## src/rtl/vga_timing_gen.sv

```systemverilog
// 800x600@72Hz raster timing from the 100 MHz board clock, plus frame and game-rate ticks.
// All outputs are registered from the next counter state on each pixel advance, so they always agree.
module vga_timing_gen #(
  parameter int CLK_DIV           = 2,
  parameter int H_VISIBLE         = 800,
  parameter int H_FP              = 56,
  parameter int H_SYNC            = 120,
  parameter int H_BP              = 64,
  parameter int V_VISIBLE         = 600,
  parameter int V_FP              = 37,
  parameter int V_SYNC            = 6,
  parameter int V_BP              = 23,
  parameter bit HS_POL            = 1'b1,
  parameter bit VS_POL            = 1'b1,
  parameter int FRAMES_PER_UPDATE = 6
) (
  input  logic       CLK_100MHz,
  input  logic       reset,
  input  logic       pause,
  output logic [9:0] CurrentX,
  output logic [9:0] CurrentY,
  output logic       displayArea,
  output logic       HS,
  output logic       VS,
  output logic       pix_en,
  output logic       frame_tick,
  output logic       update_tick
);

  localparam int H_TOTAL  = H_VISIBLE + H_FP + H_SYNC + H_BP;
  localparam int V_TOTAL  = V_VISIBLE + V_FP + V_SYNC + V_BP;
  localparam int HS_START = H_VISIBLE + H_FP;
  localparam int HS_END   = HS_START + H_SYNC;
  localparam int VS_START = V_VISIBLE + V_FP;
  localparam int VS_END   = VS_START + V_SYNC;
  localparam int PW       = (CLK_DIV > 1) ? $clog2(CLK_DIV) : 1;
  localparam int FW       = (FRAMES_PER_UPDATE > 1) ? $clog2(FRAMES_PER_UPDATE) : 1;

  logic [PW-1:0] phase;
  logic [10:0]   hcnt;
  logic [9:0]    vcnt;
  logic [FW-1:0] fcnt;

  logic          pixStep;
  logic          lineWrap;
  logic          frameWrap;
  logic [10:0]   hNext;
  logic [9:0]    vNext;
  logic          daNext;
  logic          hsNext;
  logic          vsNext;

  assign pixStep   = (phase == PW'(CLK_DIV - 1));
  assign lineWrap  = (hcnt == 11'(H_TOTAL - 1));
  assign frameWrap = lineWrap && (vcnt == 10'(V_TOTAL - 1));
  assign hNext     = lineWrap ? 11'd0 : hcnt + 11'd1;
  assign vNext     = frameWrap ? 10'd0 : (lineWrap ? vcnt + 10'd1 : vcnt);
  assign daNext    = (hNext < 11'(H_VISIBLE)) && (vNext < 10'(V_VISIBLE));
  assign hsNext    = (hNext >= 11'(HS_START)) && (hNext < 11'(HS_END));
  assign vsNext    = (vNext >= 10'(VS_START)) && (vNext < 10'(VS_END));

  always_ff @(posedge CLK_100MHz or negedge reset) begin
    if (!reset) begin
      phase       <= '0;
      hcnt        <= '0;
      vcnt        <= '0;
      fcnt        <= '0;
      CurrentX    <= '0;
      CurrentY    <= '0;
      displayArea <= 1'b1;
      HS          <= ~HS_POL;
      VS          <= ~VS_POL;
      pix_en      <= 1'b0;
      frame_tick  <= 1'b0;
      update_tick <= 1'b0;
    end else begin
      phase       <= pixStep ? '0 : phase + 1'b1;
      pix_en      <= pixStep;
      frame_tick  <= 1'b0;
      update_tick <= 1'b0;
      if (pixStep) begin
        hcnt        <= hNext;
        vcnt        <= vNext;
        displayArea <= daNext;
        CurrentX    <= daNext ? hNext[9:0] : 10'd0;
        CurrentY    <= daNext ? vNext : 10'd0;
        HS          <= hsNext ? HS_POL : ~HS_POL;
        VS          <= vsNext ? VS_POL : ~VS_POL;
        // pause only freezes the game-rate divider; the raster keeps running
        if (frameWrap) begin
          frame_tick <= 1'b1;
          if (!pause) begin
            if (fcnt == FW'(FRAMES_PER_UPDATE - 1)) begin
              fcnt        <= '0;
              update_tick <= 1'b1;
            end else begin
              fcnt <= fcnt + 1'b1;
            end
          end
        end
      end
    end
  end

endmodule
```

## config.mk

```make
export PLATFORM = sky130hd
export DESIGN_NAME = vga_timing_gen
export DESIGN_NICKNAME = d
export VERILOG_FILES = /design/src/rtl/vga_timing_gen.sv
export SDC_FILE = /design/constraint.sdc
export NUM_CORES = 1
export LEC_CHECK = 0
export CORE_MARGIN = 1
export CORE_UTILIZATION = 61
export DETAILED_ROUTE_END_ITERATION = 16
export PLACE_DENSITY = 0.85
export SYNTH_ARGS = -nofsm -noshare
export SYNTH_HDL_FRONTEND = slang
export SYNTH_SLANG_ARGS = --single-unit
```

## constraint.sdc

```tcl
create_clock -name CLK_100MHz -period 7.9 [get_ports CLK_100MHz]
set_input_delay 1.975 -clock CLK_100MHz [delete_from_list [all_inputs] [get_ports CLK_100MHz]]
set_output_delay 1.975 -clock CLK_100MHz [all_outputs]
set_load 0.005 [all_outputs]
```

==> results of run 1 <==
## critical path: stages (launching register included)
cell and delay (ns):
sky130_fd_sc_hd__dfrtp_1 0.48, sky130_fd_sc_hd__ha_1 0.35, sky130_fd_sc_hd__nand4b_1 0.30, sky130_fd_sc_hd__nor4_4 0.74, sky130_fd_sc_hd__nand4_1 0.20, sky130_fd_sc_hd__xor2_1 0.23
sky130_fd_sc_hd__o311ai_2 0.40, sky130_fd_sc_hd__a21o_1 0.42, sky130_fd_sc_hd__o32ai_1 0.16
## Yosys cell counts, drive strengths merged (8+ instances only)
cell | n | area share, %
dfrtp | 50 | 43
nand2 | 41 | 5.3
nor2 | 21 | 3.0
o21ai | 18 | 3.2
xnor2 | 17 | 5.1
clkbuf | 15 | 1.9
inv | 13 | 1.7
nor3 | 11 | 1.9
a21oi | 9 | 1.7
nand3 | 9 | 1.5
o31ai | 8 | 2.1
## placed cells by master (no fill, tap or decap), drive strengths merged, types with 2 or more instances in the layout
cell type / Yosys / layout
dfrtp: 50 / 50
nand2: 41 / 41
clkdlybuf4s50: 0 / 27
nor2: 21 / 21
o21ai: 18 / 18
xnor2: 17 / 17
inv: 13 / 13
nor3: 11 / 11
nand3: 9 / 9
a21oi: 9 / 9
o31ai: 8 / 8
xor2: 7 / 7
o2bb2ai: 7 / 7
o32ai: 7 / 7
nor4: 6 / 6
a31o: 6 / 6
nor2b: 5 / 5
clkbuf: 15 / 5
nand4: 4 / 4
a21o: 4 / 4
mux2: 4 / 4
ha: 4 / 4
o41ai: 4 / 4
nand2b: 3 / 3
and3: 3 / 3
and2: 3 / 3
nand4b: 2 / 2
a31oi: 2 / 2
or3: 2 / 2
bufinv: 0 / 2
buf: 7 / 2
## state kept, by name (all words and copies together), names as in the netlist, 3 cells and up
register and cells:
CurrentX 10, hcnt 11, CurrentY 10, fcnt 3, vcnt 10
## layout make-up
class                           instances  area (um^2)  share of cell area [%]
Clock buffer                            5         68.8                    2.09
Clock inverter                          3         67.6                    2.05
Tap cell                               52         65.1                    1.97
Sequential cell                        51         1280                    38.8
Inverter                               13         48.8                    1.48
Multi-Input combinational cell        224         1490                    45.1
Timing Repair Buffer                   29          283                    8.58
## cells by family (layout without fill, tap and decap cells)
logic type                 after synthesis  in the layout  synth area share (%)
buffers and inverters                   35             50                  5.36
DFF                                     51             51                  43.8
and+or+nand+nor                        119            119                  21.5
muxes                                    5              5                  1.89
xor gates and xnor gates                24             24                  7.20
AOI/OAI and AO/OA                       72             72                  18.6
adders and majority gates                4              4                  1.71
## worst paths after layout
| check | endpoint | cells past startpoint | startpoint | slack [ns] |
|---|---|---|---|---|
| hold / removal | update_tick$_DFF_PN0_ | 1 | fcnt[1]$_DFFE_PN0P_ | 0.49 |
| hold reg to reg | update_tick$_DFF_PN0_ | 1 | fcnt[1]$_DFFE_PN0P_ | 0.49 |
| max in group asynchronous | vcnt[8]$_DFFE_PN0P_ | 1 | reset | 5.38 |
| setup reg to reg | CurrentY[7]$_DFFE_PN0P_ | 8 | hcnt[0]$_DFFE_PN0P_ | 4.47 |
| setup / recovery | CurrentY[7]$_DFFE_PN0P_ | 8 | hcnt[0]$_DFFE_PN0P_ | 4.47 |
| min in group asynchronous | vcnt[7]$_DFFE_PN0P_ | 1 | reset | 1.86 |
## metal layers
layer	up-vias	GRT usage [%]	wire length (um)
li1	1131	-	-
met1	1115	41.9	3060
met2	104	39.8	2880
met3	10	4.42	523
met4	0	11.6	87
met5	-	0	0
## per-stage QoR
step | worst slack [ns] | power (mW) | hold WS, ns | cells
6_report | 4.47 | 0.485 | 0.487 | 377
3_3_place_gp | 4.66 | 0.273 | 0.467 | 369
5_1_grt | 4.12 | 0.499 | 0.507 | 377
3_5_place_dp | 4.50 | 0.273 | 0.473 | 369
2_1_floorplan | 5.15 | 0.267 | 0.408 | 310
4_1_cts | 4.48 | 0.487 | 0.487 | 377
## power by group through the flow
stage,Sequential [mW],Combinational (mW),Clock [mW]
CTS,0.261,0.00618,0.220
detailed placement,0.267,0.00616,0
global placement,0.267,0.00606,0
global route,0.261,0.00701,0.230
floorplan,0.267,0.000230,0
finish,0.261,0.00565,0.218
==> impl_metrics.csv, run 1 <==
group,metric,value,unit
global_routing,number_of_antenna_violations_at_the_first_check_in_global_routing,0,
setup_path,path_class,"reg -> reg",
pwr,p_leak,1.31,nW
detailed_routing,drt_pre_antenna_iters,11,
timing,hold_viol,0,
detailed_routing,antenna_violating_nets_post_route,0,
logic_synthesis,edff_count_synth,0,
clocking,clock_insertion_delay_worst_skew,0.32,ns
clocking,clock_buffer_count_from_cts,5,
setup_path,worst_setup_path_start_kind,"register",
global_routing,gr-usage-all-layers,27.8,%
pwr,p_switching,0.0967,mW
finish,final_core_util,73.7,%
die,boundaryPins,29,
clocking,max-clock-path-buffers,2,
finish,finish.instance_area,3300,um^2
timing,grt_setup_unrepaired,"false",
clocking,clock_sinks,51,
clocking,postCtsResizedCells,0,
placed_design,dpl_cell_area,3160,um^2
detailed_routing,drt_iter0_drc,223,
outcome,status,"finished with violations",
die,start_util,65.2,%
timing,final_critical_delay_including_setup_and_external_delays,3.43,ns
setup_path,critPathArrivalTime,3.61,ns
die,die_w,71.2,um
clocking,hold_buffers_post_cts,0,
timing,slew_headroom,27.4,%
finish,num-nets-final,331,
clocking,clock_slew_seen_by_the_registers_of_the_worst_setup_and_hold_paths,0.10,ns
timing,setup_viol,0,
run,max_cap_viol_count,0,
clocking,cts_tree,"done",
pwr,p_sw_share,19.9,%
detailed_routing,drt-vias-per-instance,6.26,
finish,fillerInstances,343,
worst_hold_path,worstHoldPathType,"reg -> reg",
placed_design,hpwl_after_dpl,4.49,mm
logic_synthesis,syn-num-nets,317,
setup_path,cp-end-kind,"register",
finish,syn2layout_area_growth,12.9,%
die,floorplan.die_area,5070,um^2
detailed_routing,routedWlPerCell,17.4,um
timing,final.period_utilization,43.4,%
finish,fraction_of_layout_instances_using_a_drive_strength_above_1,9.23,%
placed_design,io_buffer_count,28,
detailed_routing,vias,2360,
logic_synthesis,syn_area_per_cell,9.42,um^2
global_routing,total_grt_overflow,0,
pwr,combPwrFrac,1.2,%
die,placementRows,24,
outcome,failing_checks,"DRC",
logic_synthesis,yosys_most_used_dff,"sky130_fd_sc_hd__dfrtp_1",
placed_design,gpl.final_weighted_congestion,0.934,
setup_path,critPathRequiredTime,8.07,ns
global_routing,grt_first_pass_wirelength,10.7,mm
timing,number_of_max_slew_violations_in_the_final_report,0,
timing,tns,0,ns
logic_synthesis,yosys.cell_types.count,59,
clocking,post_cts.repair.setup_buffers,0,
logic_synthesis,async_flop_share,100,%
global_routing,grt_pass1_vias,2124,
detailed_routing,post-route-drc-count,2,
clocking,maximum_level_of_the_cts_h_tree,2,
logic_synthesis,ys_ff_latch,51,
timing,worst_clock_skew,0.00745,ns
die,fp.coreArea,4470,um^2
global_routing,pin_count_of_the_biggest_net_entering_global_routing,52,
timing,max_slew.worst_pin.slew,1.09,ns
finish,diodes,0,
pwr,power_frac_clock,44.9,%
die,die_height,71.2,um
logic_synthesis,synthesis.area,2920,um^2
pwr,pwr-share-seq,53.9,%
pwr,p_per_area,147,nW/um^2
clocking,cts-root-buf,"sky130_fd_sc_hd__clkbuf_8",
logic_synthesis,ys.warnings.count,0,
pwr,power_report.internal_total,0.388,mW
detailed_routing,routed_wirelength,6.55,mm
timing,fmaxAchievable,291,MHz
logic_synthesis,synth_cells,310,
setup_path,critical_path_peak_fanout,15,
pwr,peakVddDrop,0.000129,V
logic_synthesis,synth_seq_area_share,43.8,%
Note: power is estimated with default switching activity, not from simulation.
==> inputs of run 2 (changes only) <==
--- a/config.mk
+++ b/config.mk
@@ -6,9 +6,9 @@
 export NUM_CORES = 1
 export LEC_CHECK = 0
 export CORE_MARGIN = 1
-export CORE_UTILIZATION = 61
+export CORE_UTILIZATION = 51
 export DETAILED_ROUTE_END_ITERATION = 16
-export PLACE_DENSITY = 0.85
+export PLACE_DENSITY = 0.75
 export SYNTH_ARGS = -nofsm -noshare
 export SYNTH_HDL_FRONTEND = slang
 export SYNTH_SLANG_ARGS = --single-unit
==> constraint.sdc (replaced) <==
create_clock -name CLK_100MHz -period 3 [get_ports CLK_100MHz]
set_input_delay 0.75 -clock CLK_100MHz [delete_from_list [all_inputs] [get_ports CLK_100MHz]]
set_output_delay 0.75 -clock CLK_100MHz [all_outputs]
set_load 0.005 [all_outputs]
==> run 2 against run 1 <==
  * The run now ends clean
  * Clock power up 90%
  * Register-to-register slack got worse by 4.2 ns
  * Clock skew hardly changed
  * Count of clock-buffer cells in the layout is 2 higher
  * Sequential cell count stayed put
  * Sequential power grew to 2.6 times the previous value
  * Fmax grew 24%
  * First-iteration DRC count shrank 20%
  * Die area rose by 19%
  * Routed wire length grew 3.7%
  * Core utilization decreased by 12 points
  * Critical path type unchanged
  * Critical endpoint is now CurrentX[6]$_DFFE_PN0P_
  * Largest power group unchanged
==> impl_metrics.csv, run 2 (synthesis results as in run 1) <==
group,metric,value,unit
outcome,status,"finished clean",
timing,hold_viol,0,
setup_path,critical_path_peak_fanout,13,
finish,final_common_cell,"sky130_fd_sc_hd__dfrtp_1",
finish,largest_reg_flops,11,
pwr,peakVddDrop,0.000231,V
setup_path,critPathArrivalTime,3.02,ns
clocking,clock_sinks,51,
placed_design,io_buffer_count,28,
timing,slew_headroom,51.5,%
detailed_routing,highest-signal-layer,"met4",
timing,max_slew.worst_pin.slew,0.727,ns
worst_hold_path,worstHoldPathType,"in -> async",
setup_path,timing.reg2reg.setup_slack,0.23,ns
detailed_routing,met3_length,435,um
setup_path,r2r-end,"CurrentX[6]$_DFFE_PN0P_",
finish,fillerInstances,472,
die,start_util,53.0,%
finish,finish.cell_count_without_fillers,412,
pwr,p_per_area,329,nW/um^2
clocking,max-clock-path-buffers,2,
detailed_routing,wl_met2,3.01,mm
placed_design,hpwl_after_dpl,4.85,mm
finish,diodes,0,
global_routing,gr-usage-all-layers,25.0,%
detailed_routing,routed_wirelength,6.79,mm
setup_path,cp-end-kind,"register",
global_routing,grt_first_pass_wirelength,11.8,mm
finish,multiInputGateArea,1490,um^2
clocking,clock_slew_seen_by_the_registers_of_the_worst_setup_and_hold_paths,0.09,ns
setup_path,number_of_cells_on_the_worst_reg_to_reg_path,9,
finish,area.sequential,1280,um^2
finish,finish.instance_area,3400,um^2
finish,final_cell_mix,"50 x sky130_fd_sc_hd__dfrtp_1, 41 x sky130_fd_sc_hd__nand2_1, 27 x sky130_fd_sc_hd__clkdlybuf4s50_1, 20 x sky130_fd_sc_hd__nor2_1, 17 x sky130_fd_sc_hd__xnor2_1",
die,placementRows,27,
clocking,maximum_level_of_the_cts_h_tree,2,
die,fp.coreArea,5510,um^2
setup_path,cp_slowest_cell,"sky130_fd_sc_hd__or4_4",
timing,minimum_hold_slack,0.370,ns
timing,grt_setup_unrepaired,"false",
detailed_routing,drt_pre_antenna_iters,4,
die,boundaryPins,29,
placed_design,dpl_cell_area,3300,um^2
placed_design,dpl_worst_slack,0.187,ns
detailed_routing,antenna_violating_nets_post_route,0,
global_routing,total_grt_overflow,0,
global_routing,grt_pass1_vias,2392,
setup_path,reg2reg_from,"hcnt[1]$_DFFE_PN0P_",
detailed_routing,met1_length,3.22,mm
pwr,p_leak,1.37,nW
setup_path,critPathRequiredTime,3.25,ns
timing,final.period_utilization,92.5,%
detailed_routing,post-route-drc-count,0,
clocking,clock_insertion_delay_worst_skew,0.30,ns
setup_path,worst_setup_path_start_kind,"register",
detailed_routing,drt-vias-per-instance,5.93,
finish,syn2layout_area_growth,16.4,%
detailed_routing,vias,2445,
setup_path,critical-path-top-delay-family,"simple AND/OR/NAND/NOR gates",
placed_design,dpl.cell_count,404,
setup_path,critPathMaxStageDelay,0.67,ns
finish,registers.top_by_ff_count,"hcnt",
clocking,hold_buffers_post_cts,0,
global_routing,number_of_antenna_violations_at_the_first_check_in_global_routing,0,
timing,finalWorstSetupSlack,0.225,ns
clocking,cts-root-buf,"sky130_fd_sc_hd__clkbuf_8",
timing,number_of_max_slew_violations_in_the_final_report,0,
detailed_routing,routedWlPerCell,16.5,um
die,die_w,77.7,um
global_routing,pin_count_of_the_biggest_net_entering_global_routing,35,
timing,fmaxAchievable,360,MHz
finish,num-nets-final,346,
clocking,clock_buffer_count_from_cts,5,
die,floorplan.die_area,6030,um^2
finish,fraction_of_layout_instances_using_a_drive_strength_above_1,13.8,%
timing,tns,0,ns
timing,setup_viol,0,
run,max_cap_viol_count,0,
clocking,cts_tree,"done",
detailed_routing,drt_iter0_drc,179,
setup_path,path_class,"reg -> reg",
placed_design,gpl.final_weighted_congestion,0.936,
setup_path,timing.critical_path.cells,"ha_1 -> nand4b_1 -> or4_4 -> nor2_4 -> a31o_1 -> o311ai_2 -> buf_4 -> a21oi_2 -> a31o_2",
timing,final_critical_delay_including_setup_and_external_delays,2.77,ns
die,die_height,77.7,um
timing,worst_clock_skew,0.00781,ns
setup_path,critPathBufInv,1,
==> run 2: metal layers <==
layer	up-vias	track usage (%)
met5	-	0
met1	1175	36.8
li1	1163	-
met3	11	4.00
met4	0	10.6
met2	96	36.5
==> run 2: report_power, final <==
group	internal, mW	switching, mW	total, mW	leakage (nW)
sequential	0.688	0.000659	0.688	0.683
combinational	0.00293	0.0138	0.0167	0.638
clock	0.189	0.225	0.415	0.0484
total	0.880	0.240	1.12	1.37
==> run 2: stage by stage <==
| step | util (%) | power [mW] |
|---|---|---|
| floorplan | - | 0.702 |
| global placement | 59.9 | 0.719 |
| detailed placement | 59.9 | 0.720 |
| CTS | 61.6 | 1.13 |
| global route | 61.7 | 1.16 |
| finish | 61.7 | 1.12 |
==> run 2: repair_timing <==
| action | 4_1_cts | 5_1_grt |
|---|---|---|
| endpoints found under the setup margin | 0 | 11 |
| hold endpoints to repair | 0 | 0 |
| setup buffers | 0 | 0 |
| resized for setup | 0 | 3 |
==> run 2: area by class of cell <==
| cell class | count | area share, % |
|---|---|---|
| Inverter | 13 | 1.44 |
| Clock inverter | 1 | 0.258 |
| Multi-Input combinational cell | 224 | 43.9 |
| Sequential cell | 51 | 37.6 |
| Timing Repair Buffer | 44 | 11.6 |
| Tap cell | 72 | 2.65 |
| Clock buffer | 7 | 2.54 |
==> run 2: how the worst max path moves through the flow <==
stage / from / end / slack (ns) / depth (start not counted)
2_1_floorplan: hcnt[0]$_DFFE_PN0P_ / CurrentY[7]$_DFFE_PN0P_ / 0.25 / 11
3_3_place_gp: hcnt[7]$_DFFE_PN0P_ / CurrentY[2]$_DFFE_PN0P_ / 0.27 / 7
3_5_place_dp: hcnt[7]$_DFFE_PN0P_ / CurrentY[2]$_DFFE_PN0P_ / 0.19 / 7
4_1_cts: hcnt[1]$_DFFE_PN0P_ / CurrentY[7]$_DFFE_PN0P_ / 0.15 / 8
5_1_grt: hcnt[1]$_DFFE_PN0P_ / CurrentY[0]$_DFFE_PN0P_ / 0.06 / 9
6_report: hcnt[1]$_DFFE_PN0P_ / CurrentX[6]$_DFFE_PN0P_ / 0.23 / 9
